## config.mk

```make
export PLATFORM = sky130hd
export DESIGN_NAME = seg_display_scheduler
export DESIGN_NICKNAME = d
export VERILOG_FILES = /design/src/rtl/seg_pkg.sv /design/src/rtl/rr_pick.sv /design/src/rtl/seg_display_scheduler.sv
export SDC_FILE = /design/constraint.sdc
export NUM_CORES = 1
export LEC_CHECK = 0
export BUFFER_PORTS_ARGS = -buffer_cell sky130_fd_sc_hd__buf_4
export CAP_MARGIN = 30
export CORE_MARGIN = 5
export CORE_UTILIZATION = 40
export CTS_BUF_LIST = sky130_fd_sc_hd__clkbuf_4 sky130_fd_sc_hd__clkbuf_8
export DETAILED_ROUTE_END_ITERATION = 10
export GPL_ROUTABILITY_DRIVEN = 0
export GPL_TIMING_DRIVEN = 0
export MAX_ROUTING_LAYER = met4
export SETUP_SLACK_MARGIN = 0.05
export SYNTH_ARGS = -nofsm -noshare
export SYNTH_HDL_FRONTEND = slang
export SYNTH_SLANG_ARGS = --single-unit
```

## constraint.sdc

```tcl
create_clock -name CLK -period 8.55 [get_ports CLK]
set_input_delay 0.4275 -clock CLK [delete_from_list [all_inputs] [get_ports CLK]]
set_output_delay 0.4275 -clock CLK [all_outputs]
set_load 0.005 [all_outputs]
```

## src/rtl/seg_pkg.sv

```systemverilog
// -----------------------------------------------------------------------------
// seg_pkg
// Shared definitions for the seven-segment display scheduler:
//   - state_e     : scheduler state encoding (IDLE / SHOW)
//   - SEG_DATA_W  : width of the SegmentGenerator Result bus
//   - SRC_IDX_W   : width of a source index (Src_Idx output, up to 8 sources)
//   - clog2()     : ceiling log2 used to size the dwell counter
// -----------------------------------------------------------------------------
package seg_pkg;

  localparam int unsigned SEG_DATA_W = 8;
  localparam int unsigned SRC_IDX_W  = 3;

  typedef enum logic {
    IDLE = 1'b0,
    SHOW = 1'b1
  } state_e;

  // Ceiling log2; returns 0 for values 0 and 1.
  function automatic int unsigned clog2(input int unsigned value);
    int unsigned r;
    r = 0;
    for (int unsigned i = 0; i < 32; i++) begin
      if ((64'd1 << i) < 64'(value)) begin
        r = i + 1;
      end
    end
    return r;
  endfunction

endpackage

```

## src/rtl/rr_pick.sv

```systemverilog
// -----------------------------------------------------------------------------
// rr_pick
// Combinational round-robin picker. Scans the request vector starting at
// start_i and wrapping modulo NUM_SRC; optionally ignores one index.
// Ports:
//   req_i       in  NUM_SRC    request vector
//   start_i     in  SRC_IDX_W  first index to examine (must be < NUM_SRC)
//   excl_en_i   in  1          enable exclusion of excl_idx_i
//   excl_idx_i  in  SRC_IDX_W  index to exclude from the search
//   found_o     out 1          some eligible request exists
//   idx_o       out SRC_IDX_W  winning index (0 when none found)
// -----------------------------------------------------------------------------
module rr_pick
  import seg_pkg::*;
#(
  parameter int unsigned NUM_SRC = 4
) (
  input  logic [NUM_SRC-1:0]   req_i,
  input  logic [SRC_IDX_W-1:0] start_i,
  input  logic                 excl_en_i,
  input  logic [SRC_IDX_W-1:0] excl_idx_i,
  output logic                 found_o,
  output logic [SRC_IDX_W-1:0] idx_o
);

  logic [NUM_SRC-1:0]   req_ok_c;
  logic [2*NUM_SRC-1:0] dbl_c;
  logic [NUM_SRC-1:0]   rot_c;

  // Mask out the excluded source.
  always_comb begin
    req_ok_c = '0;
    for (int unsigned i = 0; i < NUM_SRC; i++) begin
      req_ok_c[i] = req_i[i] & ~(excl_en_i & (excl_idx_i == SRC_IDX_W'(i)));
    end
  end

  // Rotate so bit 0 corresponds to start_i; the doubled vector handles the wrap.
  always_comb begin
    dbl_c = {req_ok_c, req_ok_c} >> start_i;
    rot_c = dbl_c[NUM_SRC-1:0];
  end

  // First set bit of the rotated vector, mapped back to an absolute index.
  always_comb begin
    int unsigned sum;
    sum     = 0;
    found_o = 1'b0;
    idx_o   = '0;
    for (int unsigned k = 0; k < NUM_SRC; k++) begin
      if (!found_o && rot_c[k]) begin
        found_o = 1'b1;
        sum     = 32'(start_i) + k;
        if (sum >= NUM_SRC) begin
          sum = sum - NUM_SRC;
        end
        idx_o = SRC_IDX_W'(sum);
      end
    end
  end

endmodule

```

## src/rtl/seg_display_scheduler.sv

```systemverilog
// -----------------------------------------------------------------------------
// seg_display_scheduler
// Time-shares a two-digit seven-segment display between NUM_SRC result
// sources in round-robin order, guaranteeing each granted source at least
// DWELL_CYCLES clocks on the display while others are waiting.
// Ports:
//   CLK      in  1                system clock, rising edge
//   Reset    in  1                synchronous active-high reset
//   Req      in  NUM_SRC          per-source level request
//   Data     in  NUM_SRC*DATA_W   packed source values, source i at [i*DATA_W +: DATA_W]
//   Freeze   in  1                pauses the dwell counter (no rotation)
//   Result   out DATA_W           registered value for SegmentGenerator
//   Grant    out NUM_SRC          registered one-hot grant, zero when idle
//   Src_Idx  out 3                registered granted index, zero when idle
//   Valid    out 1                high while a source is granted
// -----------------------------------------------------------------------------
module seg_display_scheduler
  import seg_pkg::*;
#(
  parameter int unsigned NUM_SRC      = 4,
  parameter int unsigned DATA_W       = SEG_DATA_W,
  parameter int unsigned DWELL_CYCLES = 50_000_000
) (
  input  logic                        CLK,
  input  logic                        Reset,
  input  logic [NUM_SRC-1:0]          Req,
  input  logic [NUM_SRC*DATA_W-1:0]   Data,
  input  logic                        Freeze,
  output logic [DATA_W-1:0]           Result,
  output logic [NUM_SRC-1:0]          Grant,
  output logic [SRC_IDX_W-1:0]        Src_Idx,
  output logic                        Valid
);

  localparam int unsigned        DW_W    = clog2(DWELL_CYCLES);
  localparam logic [DW_W-1:0]    DW_LOAD = DW_W'(DWELL_CYCLES - 1);
  localparam logic [SRC_IDX_W-1:0] LAST_RST = SRC_IDX_W'(NUM_SRC - 1);

  state_e                 state_q;
  logic [SRC_IDX_W-1:0]   last_q;
  logic [SRC_IDX_W-1:0]   src_idx_q;
  logic [NUM_SRC-1:0]     grant_q;
  logic                   valid_q;
  logic [DATA_W-1:0]      result_q;
  logic [DW_W-1:0]        dwell_q;

  logic [SRC_IDX_W-1:0]   start_c;
  logic                   excl_en_c;
  logic                   pick_found_c;
  logic [SRC_IDX_W-1:0]   pick_idx_c;
  logic                   cur_req_c;
  logic                   expired_c;
  logic                   take_c;
  logic                   drop_c;
  logic [NUM_SRC-1:0]     win_grant_c;
  logic [DATA_W-1:0]      win_data_c;
  logic [DATA_W-1:0]      cur_data_c;

  // Search begins one past the most recent grant, wrapping at NUM_SRC.
  always_comb begin
    start_c = (last_q >= LAST_RST) ? '0 : last_q + SRC_IDX_W'(1);
  end

  // In SHOW the current source is last_q, so excluding last_q excludes g.
  assign excl_en_c = (state_q == SHOW);

  rr_pick #(
    .NUM_SRC (NUM_SRC)
  ) u_rr_pick (
    .req_i      (Req),
    .start_i    (start_c),
    .excl_en_i  (excl_en_c),
    .excl_idx_i (last_q),
    .found_o    (pick_found_c),
    .idx_o      (pick_idx_c)
  );

  // Current source still requesting, and dwell expiry.
  assign cur_req_c = |(Req & grant_q);
  assign expired_c = (dwell_q == '0);

  // Grant decision: a new winner is taken from IDLE, on a drop of the current
  // source, or on expiry with Freeze low. A drop beats a concurrent rotation
  // simply because both land on the same winner.
  always_comb begin
    take_c = 1'b0;
    drop_c = 1'b0;
    if (state_q == IDLE) begin
      take_c = pick_found_c;
    end else if (!cur_req_c) begin
      take_c = pick_found_c;
      drop_c = !pick_found_c;
    end else begin
      take_c = pick_found_c && expired_c && !Freeze;
    end
  end

  // One-hot grant and data for the winner; data of the current source.
  always_comb begin
    win_grant_c = '0;
    win_data_c  = '0;
    cur_data_c  = '0;
    for (int unsigned i = 0; i < NUM_SRC; i++) begin
      if (pick_idx_c == SRC_IDX_W'(i)) begin
        win_grant_c[i] = 1'b1;
        win_data_c     = Data[i*DATA_W +: DATA_W];
      end
      if (src_idx_q == SRC_IDX_W'(i)) begin
        cur_data_c = Data[i*DATA_W +: DATA_W];
      end
    end
  end

  // Scheduler FSM, dwell counter and output registers.
  always_ff @(posedge CLK) begin
    if (Reset) begin
      state_q   <= IDLE;
      last_q    <= LAST_RST;
      src_idx_q <= '0;
      grant_q   <= '0;
      valid_q   <= 1'b0;
      result_q  <= '0;
      dwell_q   <= '0;
    end else if (take_c) begin
      state_q   <= SHOW;
      last_q    <= pick_idx_c;
      src_idx_q <= pick_idx_c;
      grant_q   <= win_grant_c;
      valid_q   <= 1'b1;
      result_q  <= win_data_c;
      dwell_q   <= DW_LOAD;
    end else if (drop_c) begin
      // Result is left untouched so the digits do not blank.
      state_q   <= IDLE;
      src_idx_q <= '0;
      grant_q   <= '0;
      valid_q   <= 1'b0;
      dwell_q   <= '0;
    end else if (state_q == SHOW) begin
      result_q <= cur_data_c;
      if (!expired_c && !Freeze) begin
        dwell_q <= dwell_q - DW_W'(1);
      end
    end
  end

  assign Result  = result_q;
  assign Grant   = grant_q;
  assign Src_Idx = src_idx_q;
  assign Valid   = valid_q;

endmodule

```

==> run summary, run 1 <==
## Place
- **DPL Wire Length** 8.01 mm
- **count of input and output buffers** 53

## Worst setup path
- **Worst setup endpoint** Result[1]
- **Max stage delay cell, worst path** sky130_fd_sc_hd__dfxtp_1
- **RR Endpoint** Result[1]
- **kind of capture point of the worst setup path** flop
- **r2r worst-path depth** 12
- **setup slack on the worst flop-to-flop path** 5.15 ns
- **Worst Path Arrival** 3.58 ns
- **CP max FO** 10
- **FF-to-FF Start** last_q[0]
- **Worst Setup Path Type** flop to flop
- **worst setup path startpoint** last_q[0]
- **critical path data required time** 8.73 ns
- **CP peak stage delay** 0.54 ns
- **Setup crit start kind** flop
- **cell-by-cell trace of the critical path** ha_1, ha_1, or3_4, buf_6, nand4b_1, a32oi_1, buf_2, nand3_1, o21a_1, o21a_1, o2111ai_1, o221ai_1

## Synthesis
- **dominant cell by count in the synthesized netlist** sky130_fd_sc_hd__nor2_1
- **post-synthesis net count** 474
- **number of flops mapped to enable cells by yosys** 0
- **synthesized flop and latch total** 45
- **Primary FF master, synth** sky130_fd_sc_hd__dfxtp_1
- **Syn Std Cell Area** 3480 µm²
- **cell accounting for the most synthesized area** sky130_fd_sc_hd__dfxtp_1
- **top post-synthesis cells by count** 56 x sky130_fd_sc_hd__nor2_1, 45 x sky130_fd_sc_hd__dfxtp_1, 33 x sky130_fd_sc_hd__a21oi_1, 33 x sky130_fd_sc_hd__nand2_1, 14 x sky130_fd_sc_hd__inv_1
- **area share of the leading cell type in the synthesized netlist** 25.9%
- **fraction of synthesis flops using an asynchronous set or reset pin** 0%
- **main area contributors after synthesis** sky130_fd_sc_hd__dfxtp_1 26%, sky130_fd_sc_hd__nor2_1 6.0%, sky130_fd_sc_hd__mux4_2 5.2%
- **Post-Syn Area per Cell** 8.14 µm²
- **post-synth cell types** 76
- **Mapped Cells** 428
- **sequential share of the synthesized area** 25.9%
- **number of synthesis warnings** 0

## Route
- **drt first-iter violations** 227
- **number of nets still failing antenna checks after routing** 0
- **via density per instance** 6.17
- **Met3 Wirelength** 697 µm
- **vias after detailed routing** 3,682
- **Total Wirelength** 10.6 mm
- **wire length on met1** 4.50 mm
- **post-DR wirelength/cell** 17.8 µm
- **topmost layer with routed signal wires** met4
- **DRC violation count after routing** 0
- **wire length on met2** 5.24 mm
- **number of detailed-routing iterations run before antenna repair** 5

## GRT
- **all-layer global routing usage** 21.0%
- **maximum number of pins on one net before global-route repair** 17
- **initial antenna violation count** 0
- **via count of the first global-routing pass** 3,521
- **wire length of the first global-routing pass** 17.4 mm
- **leftover overflow at the end of global routing** 0

## CTS
- **Resized Gates After CTS** 0
- **clock insertion delay at the later pin of the skew report** 0.32 ns
- **post-cts hold buffer count** 0
- **TritonCTS clock tree** built
- **clk sinks** 45
- **H-tree Lvls** 2
- **CTS Root Cell** sky130_fd_sc_hd__clkbuf_8
- **number of buffers inserted by post-CTS setup repair** 0
- **Inserted Clock Buffers** 5
- **deepest clock path buffer count** 2
- **CTS clock-pin slew for the worst setup and hold paths** 0.09 ns

## Floorplanning
- **placeable core region** 8590 µm²
- **number of I/O pins** 55
- **Starting Density** 40.5%
- **die height** 103 µm
- **Site Rows** 34
- **DIE AREA** 10,700 µm²
- **DIE WIDTH** 103 µm

## Status
- **outcome** finished clean

## Pwr
- **highest ir drop seen on vdd** 0.000167 V
- **Leak** 1.52 nW
- **Power Density** 412 nW/µm²
- **total power** 1.70 mW

## STA
- **ratio of final minimum period to clock period** 39.7%
- **number of pins with negative max-slew slack in the final report** 0
- **final-report hold violation count** 0
- **Setup Total Neg Slack** 0 ns
- **actual transition at the worst max-transition pin** 0.749 ns
- **total setup violations reported at the end of the flow** 0
- **headroom to the max-slew limit** 50.1%
- **RSZ-0062 raised after global routing** false
- **post-route clock skew** 0.0151 ns
- **post-route minimum period** 3.40 ns
- **Peak Freq** 294 MHz

## Run
- **Max Cap Violations** 0

## Cells and area
- **Filler Cells Inserted** 867
- **final net count** 534
- **share of cells above drive strength 1** 24.3%
- **antenna cells** 0
- **layout-stage area growth over the synthesis result** 18.7%

## Min path
- **worst hold path type** input port to flop

==> placed cells by master (no fill, tap or decap), types with 4 or more instances in the layout <==
cell type / instances
sky130_fd_sc_hd__o21ai_0: 13
sky130_fd_sc_hd__clkbuf_1: 12
sky130_fd_sc_hd__dfxtp_1: 45
sky130_fd_sc_hd__a31oi_1: 10
sky130_fd_sc_hd__nor3_1: 11
sky130_fd_sc_hd__buf_4: 55
sky130_fd_sc_hd__o2111ai_1: 4
sky130_fd_sc_hd__o22ai_1: 12
sky130_fd_sc_hd__nor2_1: 56
sky130_fd_sc_hd__clkbuf_8: 5
sky130_fd_sc_hd__o221ai_1: 7
sky130_fd_sc_hd__a311oi_2: 4
sky130_fd_sc_hd__or2_1: 4
sky130_fd_sc_hd__a211o_1: 4
sky130_fd_sc_hd__mux4_2: 8
sky130_fd_sc_hd__nand3_1: 11
sky130_fd_sc_hd__a22oi_1: 8
sky130_fd_sc_hd__buf_2: 6
sky130_fd_sc_hd__o32ai_1: 4
sky130_fd_sc_hd__ha_1: 7
sky130_fd_sc_hd__o211ai_1: 6
sky130_fd_sc_hd__or2_2: 9
sky130_fd_sc_hd__xnor2_1: 6
sky130_fd_sc_hd__nand2_1: 33
sky130_fd_sc_hd__nor2b_1: 5
sky130_fd_sc_hd__inv_1: 14
sky130_fd_sc_hd__a21oi_1: 33
sky130_fd_sc_hd__o21a_1: 6
sky130_fd_sc_hd__o21ai_1: 11
==> report_power, final <==
group | leakage [nW] | switching (mW) | internal [mW] | total [mW]
Clock | 0.0603 | 0.0874 | 0.0898 | 0.177
Combinational | 1.08 | 0.714 | 0.462 | 1.18
Sequential | 0.373 | 0.0676 | 0.284 | 0.351
Total | 1.52 | 0.869 | 0.836 | 1.70
==> how the worst min path moves through the flow <==
stage | start | end | slack [ns] | depth (start not counted)
floorplan | dwell_q[25] | dwell_q[25] | 0.45 | 1
global placement | dwell_q[23] | dwell_q[23] | 0.47 | 2
detailed placement | dwell_q[21] | dwell_q[21] | 0.48 | 2
CTS | Data[26] | Result[2] | 0.43 | 3
global route | Data[24] | Result[0] | 0.44 | 3
finish | Data[24] | Result[0] | 0.44 | 3
==> area by class of cell <==
cell class	count	area (µm²)	share of cell area, %
multi-input combinational	346	2410	58.4
sequential	45	901	21.8
timing repair buffer	53	398	9.62
tap	108	135	3.27
buffer	22	113	2.72
clock buffer	5	68.8	1.66
inverter	15	56.3	1.36
clock inverter	3	50.0	1.21
==> cell families (layout without fill, tap and decap cells) <==
| group | after synthesis | count (layout) | synth area share (%) |
|---|---|---|---|
| buffers and inverters | 37 | 98 | 4.85 |
| AOI/OAI and AO/OA | 162 | 162 | 35.2 |
| muxes | 9 | 9 | 5.82 |
| adders and majority gates | 7 | 7 | 2.52 |
| xor gates and xnor gates | 8 | 8 | 2.01 |
| DFF | 45 | 45 | 25.9 |
| and+or+nand+nor | 160 | 160 | 23.8 |
==> per-layer routing <==
metal	GRT usage [%]	vias to the layer above
met1	26.3	1771
met4	6.77	0
met2	34.6	125
li1	-	1762
met5	-	-
met3	3.49	24
==> state kept, by name (all words and copies together), names as in the netlist <==
name / cells
Grant: 4
Src_Idx: 3
last_q: 3
dwell_q: 26
Valid: 1
Result: 8
==> worst max-delay path: cells and delay by family (launching register included) <==
kind,cells,cell delay (ns)
AOI/OAI and AO/OA,5,1.13
and+or+nand+nor,3,0.66
DFF,1,0.54
adders and majority gates,2,0.51
buffers and inverters,2,0.41
==> through the flow <==
step | worst slack [ns] | utilization, % | std cells | instance area (µm²) | hold slack, ns
floorplan | 5.61 | - | 428 | 3480 | 0.449
global placement | 5.20 | 46.7 | 589 | 4020 | 0.470
detailed placement | 5.18 | 46.7 | 589 | 4020 | 0.483
CTS | 5.17 | 48.1 | 597 | 4130 | 0.428
global route | 4.87 | 48.1 | 597 | 4130 | 0.441
finish | 5.15 | 48.1 | 597 | 4130 | 0.436
(Power assumes the default switching activity.)
==> run 2: changes to the inputs <==
- clock period: 8.55 -> 3.6 ns (I/O delays scaled with it)
==> run 2 against run 1 <==
Non-clock buffer count is the same; largest power group unchanged; clock skew is essentially flat; sequential power grew 140%.
==> run summary, run 2 (synthesized netlist as in run 1, its figures left out) <==
## Worst setup path
- **CP peak stage delay** 0.50 ns, -0.04 ns
- **CP max FO** 10, unchanged
- **Buf+Inv Stages, Crit Path** 4, +2
- **cell family with most CP delay** compound AO/OA/AOI/OAI gates
- **Max stage delay cell, worst path** sky130_fd_sc_hd__dfxtp_1
- **setup slack on the worst flop-to-flop path** 0.28 ns, -4.87 ns
- **Worst Path Arrival** 3.52 ns, -0.06 ns
- **kind of capture point of the worst setup path** flop
- **FF-to-FF Start** last_q[2]
- **critical path's most frequent cell** sky130_fd_sc_hd__buf_6
- **cell-by-cell trace of the critical path** inv_1, ha_1, or3_4, buf_6, nand3_1, a32oi_1, buf_6, nor2_4, buf_2, a21o_1, o21ai_0, a21oi_1, nor3_1
- **Setup crit start kind** flop
- **critical path data required time** 3.79 ns, -4.94 ns
- **RR Endpoint** dwell_q[19]
- **r2r worst-path depth** 13, +1
- **Worst Setup Path Type** flop to flop

## Cells and area
- **share of cells above drive strength 1** 24.7%, +0.41 points
- **Filler Cells Inserted** 869, +0.23%
- **most common library cell in the layout ignoring fill and taps** sky130_fd_sc_hd__nor2_1
- **post-route cell area** 4150 µm², +0.33%
- **final net count** 534, unchanged
- **flip-flop count of the largest register after layout** 26, unchanged
- **Top reg by flops** dwell_q
- **layout-stage area growth over the synthesis result** 19.1%
- **top library cells by usage in the layout, fill and taps aside** 56 x sky130_fd_sc_hd__nor2_1, 55 x sky130_fd_sc_hd__buf_4, 44 x sky130_fd_sc_hd__dfxtp_1
- **antenna cells** 0, unchanged
- **Finished Core Util** 48.3%, +0.16 points

## STA
- **Final Worst Setup Slack** 0.278 ns, -4.87 ns
- **ratio of final minimum period to clock period** 92.3%, +53 points
- **headroom to the max-slew limit** 48.6%, -1.4 points
- **Setup Total Neg Slack** 0 ns, unchanged
- **post-route minimum period** 3.32 ns, -0.0758 ns
- **number of pins with negative max-slew slack in the final report** 0, unchanged
- **total setup violations reported at the end of the flow** 0, unchanged
- **Peak Freq** 301 MHz, +2.3%
- **RSZ-0062 raised after global routing** false
- **actual transition at the worst max-transition pin** 0.771 ns, +0.0214 ns
- **post-route clock skew** 0.0146 ns, -0.000412 ns
- **final-report hold violation count** 0, unchanged

## Min path
- **worst hold path type** input port to flop
- **Hold EP** Result[0]
- **hold wc startpoint** Data[24]
- **number of cells on the worst hold path** 3, unchanged

## GRT
- **maximum number of pins on one net before global-route repair** 17, unchanged
- **all-layer global routing usage** 21.0%, unchanged
- **wire length of the first global-routing pass** 17.4 mm, unchanged
- **initial antenna violation count** 0, unchanged
- **via count of the first global-routing pass** 3,521, unchanged
- **leftover overflow at the end of global routing** 0, unchanged

## Floorplanning
- **placeable core region** 8590 µm², unchanged
- **number of I/O pins** 55, unchanged
- **Starting Density** 40.5%, unchanged
- **Site Rows** 34, unchanged
- **DIE WIDTH** 103 µm, unchanged
- **die height** 103 µm, unchanged
- **DIE AREA** 10,700 µm², unchanged

## Place
- **worst setup slack before clock tree synthesis** 0.227 ns, -4.95 ns
- **Placement Cell Area** 4020 µm², unchanged
- **count of input and output buffers** 53, unchanged
- **DPL Wire Length** 8.01 mm, unchanged

## Pwr
- **Leak** 1.52 nW, +0.32%
- **Power Density** 982 nW/µm², +140%
- **highest ir drop seen on vdd** 0.000396 V, +140%
- **total power** 4.07 mW, +140%

## CTS
- **clock insertion delay at the later pin of the skew report** 0.32 ns, about the same
- **Resized Gates After CTS** 0, unchanged
- **H-tree Lvls** 2, unchanged
- **clk sinks** 45, unchanged
- **deepest clock path buffer count** 2, unchanged
- **CTS clock-pin slew for the worst setup and hold paths** 0.10 ns, about the same
- **TritonCTS clock tree** built
- **post-cts hold buffer count** 0, unchanged
- **CTS Root Cell** sky130_fd_sc_hd__clkbuf_8
- **Inserted Clock Buffers** 5, unchanged
- **number of buffers inserted by post-CTS setup repair** 0, unchanged

## Route
- **Total Wirelength** 10.7 mm, +0.17%
- **number of detailed-routing iterations run before antenna repair** 5, unchanged
- **number of nets still failing antenna checks after routing** 0, unchanged
- **post-DR wirelength/cell** 17.8 µm, +0.17%
- **vias after detailed routing** 3,685, +0.081%
- **drt first-iter violations** 205, -9.7%
- **via density per instance** 6.17, about the same
- **DRC violation count after routing** 0, unchanged

## Run
- **Max Cap Violations** 0, unchanged

## Status
- **outcome** finished clean

run 2: worst max-delay path by stage:
stage,from,endpoint,slack (ns),cells after the start
final,last_q[2],dwell_q[19],0.28,13
after global routing,last_q[2],Result[6],0.06,12
after CTS,last_q[0],Result[1],0.22,12
after detailed placement,last_q[0],Result[1],0.23,12
after global placement,last_q[0],Result[1],0.25,12
after floorplan,last_q[0],Result[3],0.66,12
run 2: layout make-up:
cell class / count / area, µm² / share of cell area [%]
multi-input combinational: 346 / 2420 / 58.5
buffer: 22 / 113 / 2.71
sequential: 45 / 902 / 21.7
tap: 108 / 135 / 3.26
timing repair buffer: 53 / 398 / 9.59
clock inverter: 3 / 50.0 / 1.21
inverter: 15 / 56.3 / 1.36
clock buffer: 5 / 68.8 / 1.66
run 2: per-layer routing:
| layer | share of wire [%] | GRT usage, % | wire length, µm |
|---|---|---|---|
| met1 | 43 | 26.3 | 4620 |
| met2 | 49 | 34.6 | 5240 |
| met3 | 5.7 | 3.49 | 612 |
| met4 | 1.7 | 6.77 | 179 |
| met5 | 0 | - | 0 |
run 2: through the flow:
| stage | instances | hold WS, ns |
|---|---|---|
| floorplan | 428 | 0.381 |
| global placement | 589 | 0.470 |
| detailed placement | 589 | 0.483 |
| CTS | 597 | 0.181 |
| global route | 597 | 0.193 |
| finish | 597 | 0.189 |
run 2: tightest hold or removal path, cell delays in order:
cell and delay (ns):
sky130_fd_sc_hd__buf_4 0.09, sky130_fd_sc_hd__o2111ai_1 0.11, sky130_fd_sc_hd__o221ai_1 0.08
run 2: power by group:
group / total [mW] / switching [mW] / internal (mW) / leakage [nW]
combinational: 2.82 / 1.71 / 1.11 / 1.09
clock: 0.421 / 0.208 / 0.213 / 0.0603
sequential: 0.835 / 0.159 / 0.676 / 0.373
total: 4.07 / 2.08 / 2.00 / 1.52
==> run 3: changes to the inputs <==
- ABC_AREA: unset -> 1
- RECOVER_POWER: unset -> 100
==> run 3 against run 2 <==
Sequential share of layout area up 1.1 points; global-route usage decreased by 1.2 points; sequential power decreased by 4.1%.
==> run summary, run 3 <==
## Status
- **outcome** finished clean

## Floorplanning
- **Site Rows** 33, -2.9%
- **Starting Density** 40.8%, +0.32 points
- **number of I/O pins** 55, unchanged
- **die height** 101 µm, -2.1%
- **DIE WIDTH** 101 µm, -2.1%
- **DIE AREA** 10,200 µm², -4.2%
- **placeable core region** 8130 µm², -5.3%

## Worst setup path
- **Setup crit start kind** flop
- **Buf+Inv Stages, Crit Path** 3, -1
- **CP peak stage delay** 0.42 ns, -0.08 ns
- **CP max FO** 10, unchanged
- **cell-by-cell trace of the critical path** inv_1, ha_1, nand3_1, nor2_1, nand3_1, nor2_2, nand3_2, o21ai_2, inv_1, nor2_8, clkbuf_1, nand2_1, o22ai_1
- **critical path data required time** 3.82 ns, +0.03 ns
- **cell family with most CP delay** simple AND/OR/NAND/NOR gates
- **Max stage delay cell, worst path** sky130_fd_sc_hd__clkbuf_1
- **Worst Setup Path Type** flop to flop
- **Worst Path Arrival** 3.31 ns, -0.21 ns
- **kind of capture point of the worst setup path** flop

## Cells and area
- **flip-flop count of the largest register after layout** 26, unchanged
- **top library cells by usage in the layout, fill and taps aside** 100 x sky130_fd_sc_hd__nand2_1, 82 x sky130_fd_sc_hd__nor2_1, 56 x sky130_fd_sc_hd__inv_1
- **Top reg by flops** dwell_q
- **layout-stage area growth over the synthesis result** 18.6%
- **final net count** 625, +17%
- **Finished Core Util** 48.4%, +0.17 points
- **most common library cell in the layout ignoring fill and taps** sky130_fd_sc_hd__nand2_1
- **Filler Cells Inserted** 872, +0.35%
- **share of cells above drive strength 1** 18.1%, -6.6 points
- **Seq. cell area** 901 µm², -0.14%
- **antenna cells** 0, unchanged
- **area taken by multi-input logic gates** 2080 µm², -14%

## Route
- **Total Wirelength** 9.50 mm, -11%
- **post-DR wirelength/cell** 13.9 µm, -22%
- **number of nets still failing antenna checks after routing** 0, unchanged
- **via density per instance** 5.15, -17%
- **DRC violation count after routing** 0, unchanged
- **drt first-iter violations** 219, +6.8%
- **vias after detailed routing** 3,525, -4.3%
- **number of detailed-routing iterations run before antenna repair** 5, unchanged

## Synthesis
- **synthesized flop and latch total** 45, unchanged
- **dominant cell by count in the synthesized netlist** sky130_fd_sc_hd__nand2_1
- **post-synthesis net count** 565, +19%
- **post-synth cell types** 43, -43%
- **area share of the leading cell type in the synthesized netlist** 27.1%, +1.2 points
- **cell accounting for the most synthesized area** sky130_fd_sc_hd__dfxtp_1
- **Syn Std Cell Area** 3320 µm², -4.6%
- **number of flops mapped to enable cells by yosys** 0, unchanged
- **Mapped Cells** 519, +21%
- **Primary FF master, synth** sky130_fd_sc_hd__dfxtp_1
- **top post-synthesis cells by count** 99 x sky130_fd_sc_hd__nand2_1, 81 x sky130_fd_sc_hd__nor2_1, 56 x sky130_fd_sc_hd__inv_1, 52 x sky130_fd_sc_hd__nand3_1, 45 x sky130_fd_sc_hd__dfxtp_1
- **sequential share of the synthesized area** 27.1%, +1.2 points
- **main area contributors after synthesis** sky130_fd_sc_hd__dfxtp_1 27%, sky130_fd_sc_hd__nand2_1 11%, sky130_fd_sc_hd__nor2_1 9.2%
- **fraction of synthesis flops using an asynchronous set or reset pin** 0%, unchanged
- **Post-Syn Area per Cell** 6.40 µm², -21%
- **number of synthesis warnings** 0, unchanged

## GRT
- **global routing met2 resource utilization** 31.4%, -3.2 points
- **initial antenna violation count** 0, unchanged
- **via count of the first global-routing pass** 3,339, -5.2%
- **wire length of the first global-routing pass** 15.9 mm, -8.4%
- **maximum number of pins on one net before global-route repair** 15, -2
- **met1 track utilization from global routing** 26.5%, +0.26 points
- **fraction of met3 tracks used by global routing** 2.62%, -0.87 points
- **leftover overflow at the end of global routing** 0, unchanged
- **all-layer global routing usage** 19.8%, -1.2 points
- **global-route layer with the greatest usage** met2

## STA
- **number of pins with negative max-slew slack in the final report** 0, unchanged
- **Peak Freq** 324 MHz, +7.5%
- **final-report hold violation count** 0, unchanged
- **ratio of final minimum period to clock period** 85.9%, -6.4 points
- **Setup Total Neg Slack** 0 ns, unchanged
- **total setup violations reported at the end of the flow** 0, unchanged
- **RSZ-0062 raised after global routing** false
- **headroom to the max-slew limit** 23.8%, -25 points
- **actual transition at the worst max-transition pin** 1.13 ns, +0.361 ns
- **post-route clock skew** 0.00690 ns, -0.00774 ns
- **post-route minimum period** 3.09 ns, -0.231 ns

## CTS
- **deepest clock path buffer count** 2, unchanged
- **CTS clock-pin slew for the worst setup and hold paths** 0.09 ns, about the same
- **CTS Root Cell** sky130_fd_sc_hd__clkbuf_8
- **TritonCTS clock tree** built
- **Resized Gates After CTS** 0, unchanged
- **clk sinks** 45, unchanged
- **number of buffers inserted by post-CTS setup repair** 0, unchanged
- **post-cts hold buffer count** 0, unchanged
- **Inserted Clock Buffers** 5, unchanged
- **clock insertion delay at the later pin of the skew report** 0.30 ns, -0.02 ns
- **H-tree Lvls** 2, unchanged

## Min path
- **worst hold path type** input port to flop

## Place
- **count of input and output buffers** 53, unchanged
- **DPL Wire Length** 7.06 mm, -12%

## Pwr
- **Leak** 1.85 nW, +22%
- **Power Density** 943 nW/µm², -4.0%
- **highest ir drop seen on vdd** 0.000360 V, -9.1%

## Run
- **Max Cap Violations** 0, unchanged

==> run 3: cell families after synthesis <==
kind of cell	count (synthesis)	synth area share, %
simple gates	281	40.0
compound gates	98	16.8
xor+xnor	14	3.69
flops	45	27.1
fa+ha+maj	7	2.64
buf+inv	74	9.79
==> run 3: metal layers <==
layer,wire length (µm),up-vias
li1,-,1820
met1,4550,1612
met2,4430,82
met3,399,11
met4,116,0
met5,0,-
==> run 3: report_power, final <==
group | total, mW | switching [mW] | leakage [nW] | internal (mW)
registers | 0.801 | 0.138 | 0.373 | 0.663
clock network | 0.407 | 0.191 | 0.0588 | 0.216
logic | 2.51 | 1.66 | 1.42 | 0.849
==> run 3: worst paths after layout <==
| kind | from | endpoint | slack, ns | cells past startpoint |
|---|---|---|---|---|
| setup / recovery | dwell_q[0] | Src_Idx[0] | 0.51 | 13 |
| hold / removal | Reset | Grant[1] | 0.07 | 2 |
| setup reg to reg | dwell_q[0] | Src_Idx[0] | 0.51 | 13 |
| hold reg to reg | dwell_q[8] | dwell_q[8] | 0.49 | 2 |
==> run 3: worst reg2reg max path, stage by stage, from the launching register on <==
cell and delay [ns]:
sky130_fd_sc_hd__dfxtp_1 0.34, sky130_fd_sc_hd__inv_1 0.11, sky130_fd_sc_hd__ha_1 0.20, sky130_fd_sc_hd__nand3_1 0.15, sky130_fd_sc_hd__nor2_1 0.34, sky130_fd_sc_hd__nand3_1 0.29
sky130_fd_sc_hd__nor2_2 0.19, sky130_fd_sc_hd__nand3_2 0.13, sky130_fd_sc_hd__o21ai_2 0.18, sky130_fd_sc_hd__inv_1 0.12, sky130_fd_sc_hd__nor2_8 0.21, sky130_fd_sc_hd__clkbuf_1 0.42
sky130_fd_sc_hd__nand2_1 0.18, sky130_fd_sc_hd__o22ai_1 0.17
==> run 3: layout make-up <==
| class | count | area share [%] |
|---|---|---|
| Buffer | 13 | 2.03 |
| Clock buffer | 6 | 1.94 |
| Clock inverter | 2 | 0.984 |
| Inverter | 61 | 6.00 |
| Multi-Input combinational cell | 400 | 52.8 |
| Sequential cell | 45 | 22.9 |
| Tap cell | 105 | 3.33 |
| Timing Repair Buffer | 53 | 10.0 |
==> run 3: per-stage QoR <==
step | hold slack [ns] | worst slack [ns] | instance area [µm²] | cells | total power, mW
final | 0.0666 | 0.509 | 3940 | 685 | 3.72
after global routing | 0.0649 | 0.185 | 3940 | 685 | 4.11
after CTS | 0.0679 | 0.635 | 3970 | 685 | 3.75
after detailed placement | 0.386 | 0.648 | 3850 | 677 | 3.33
after global placement | 0.391 | 0.708 | 3850 | 677 | 3.30
after floorplan | 0.356 | 1.15 | 3320 | 519 | 2.68
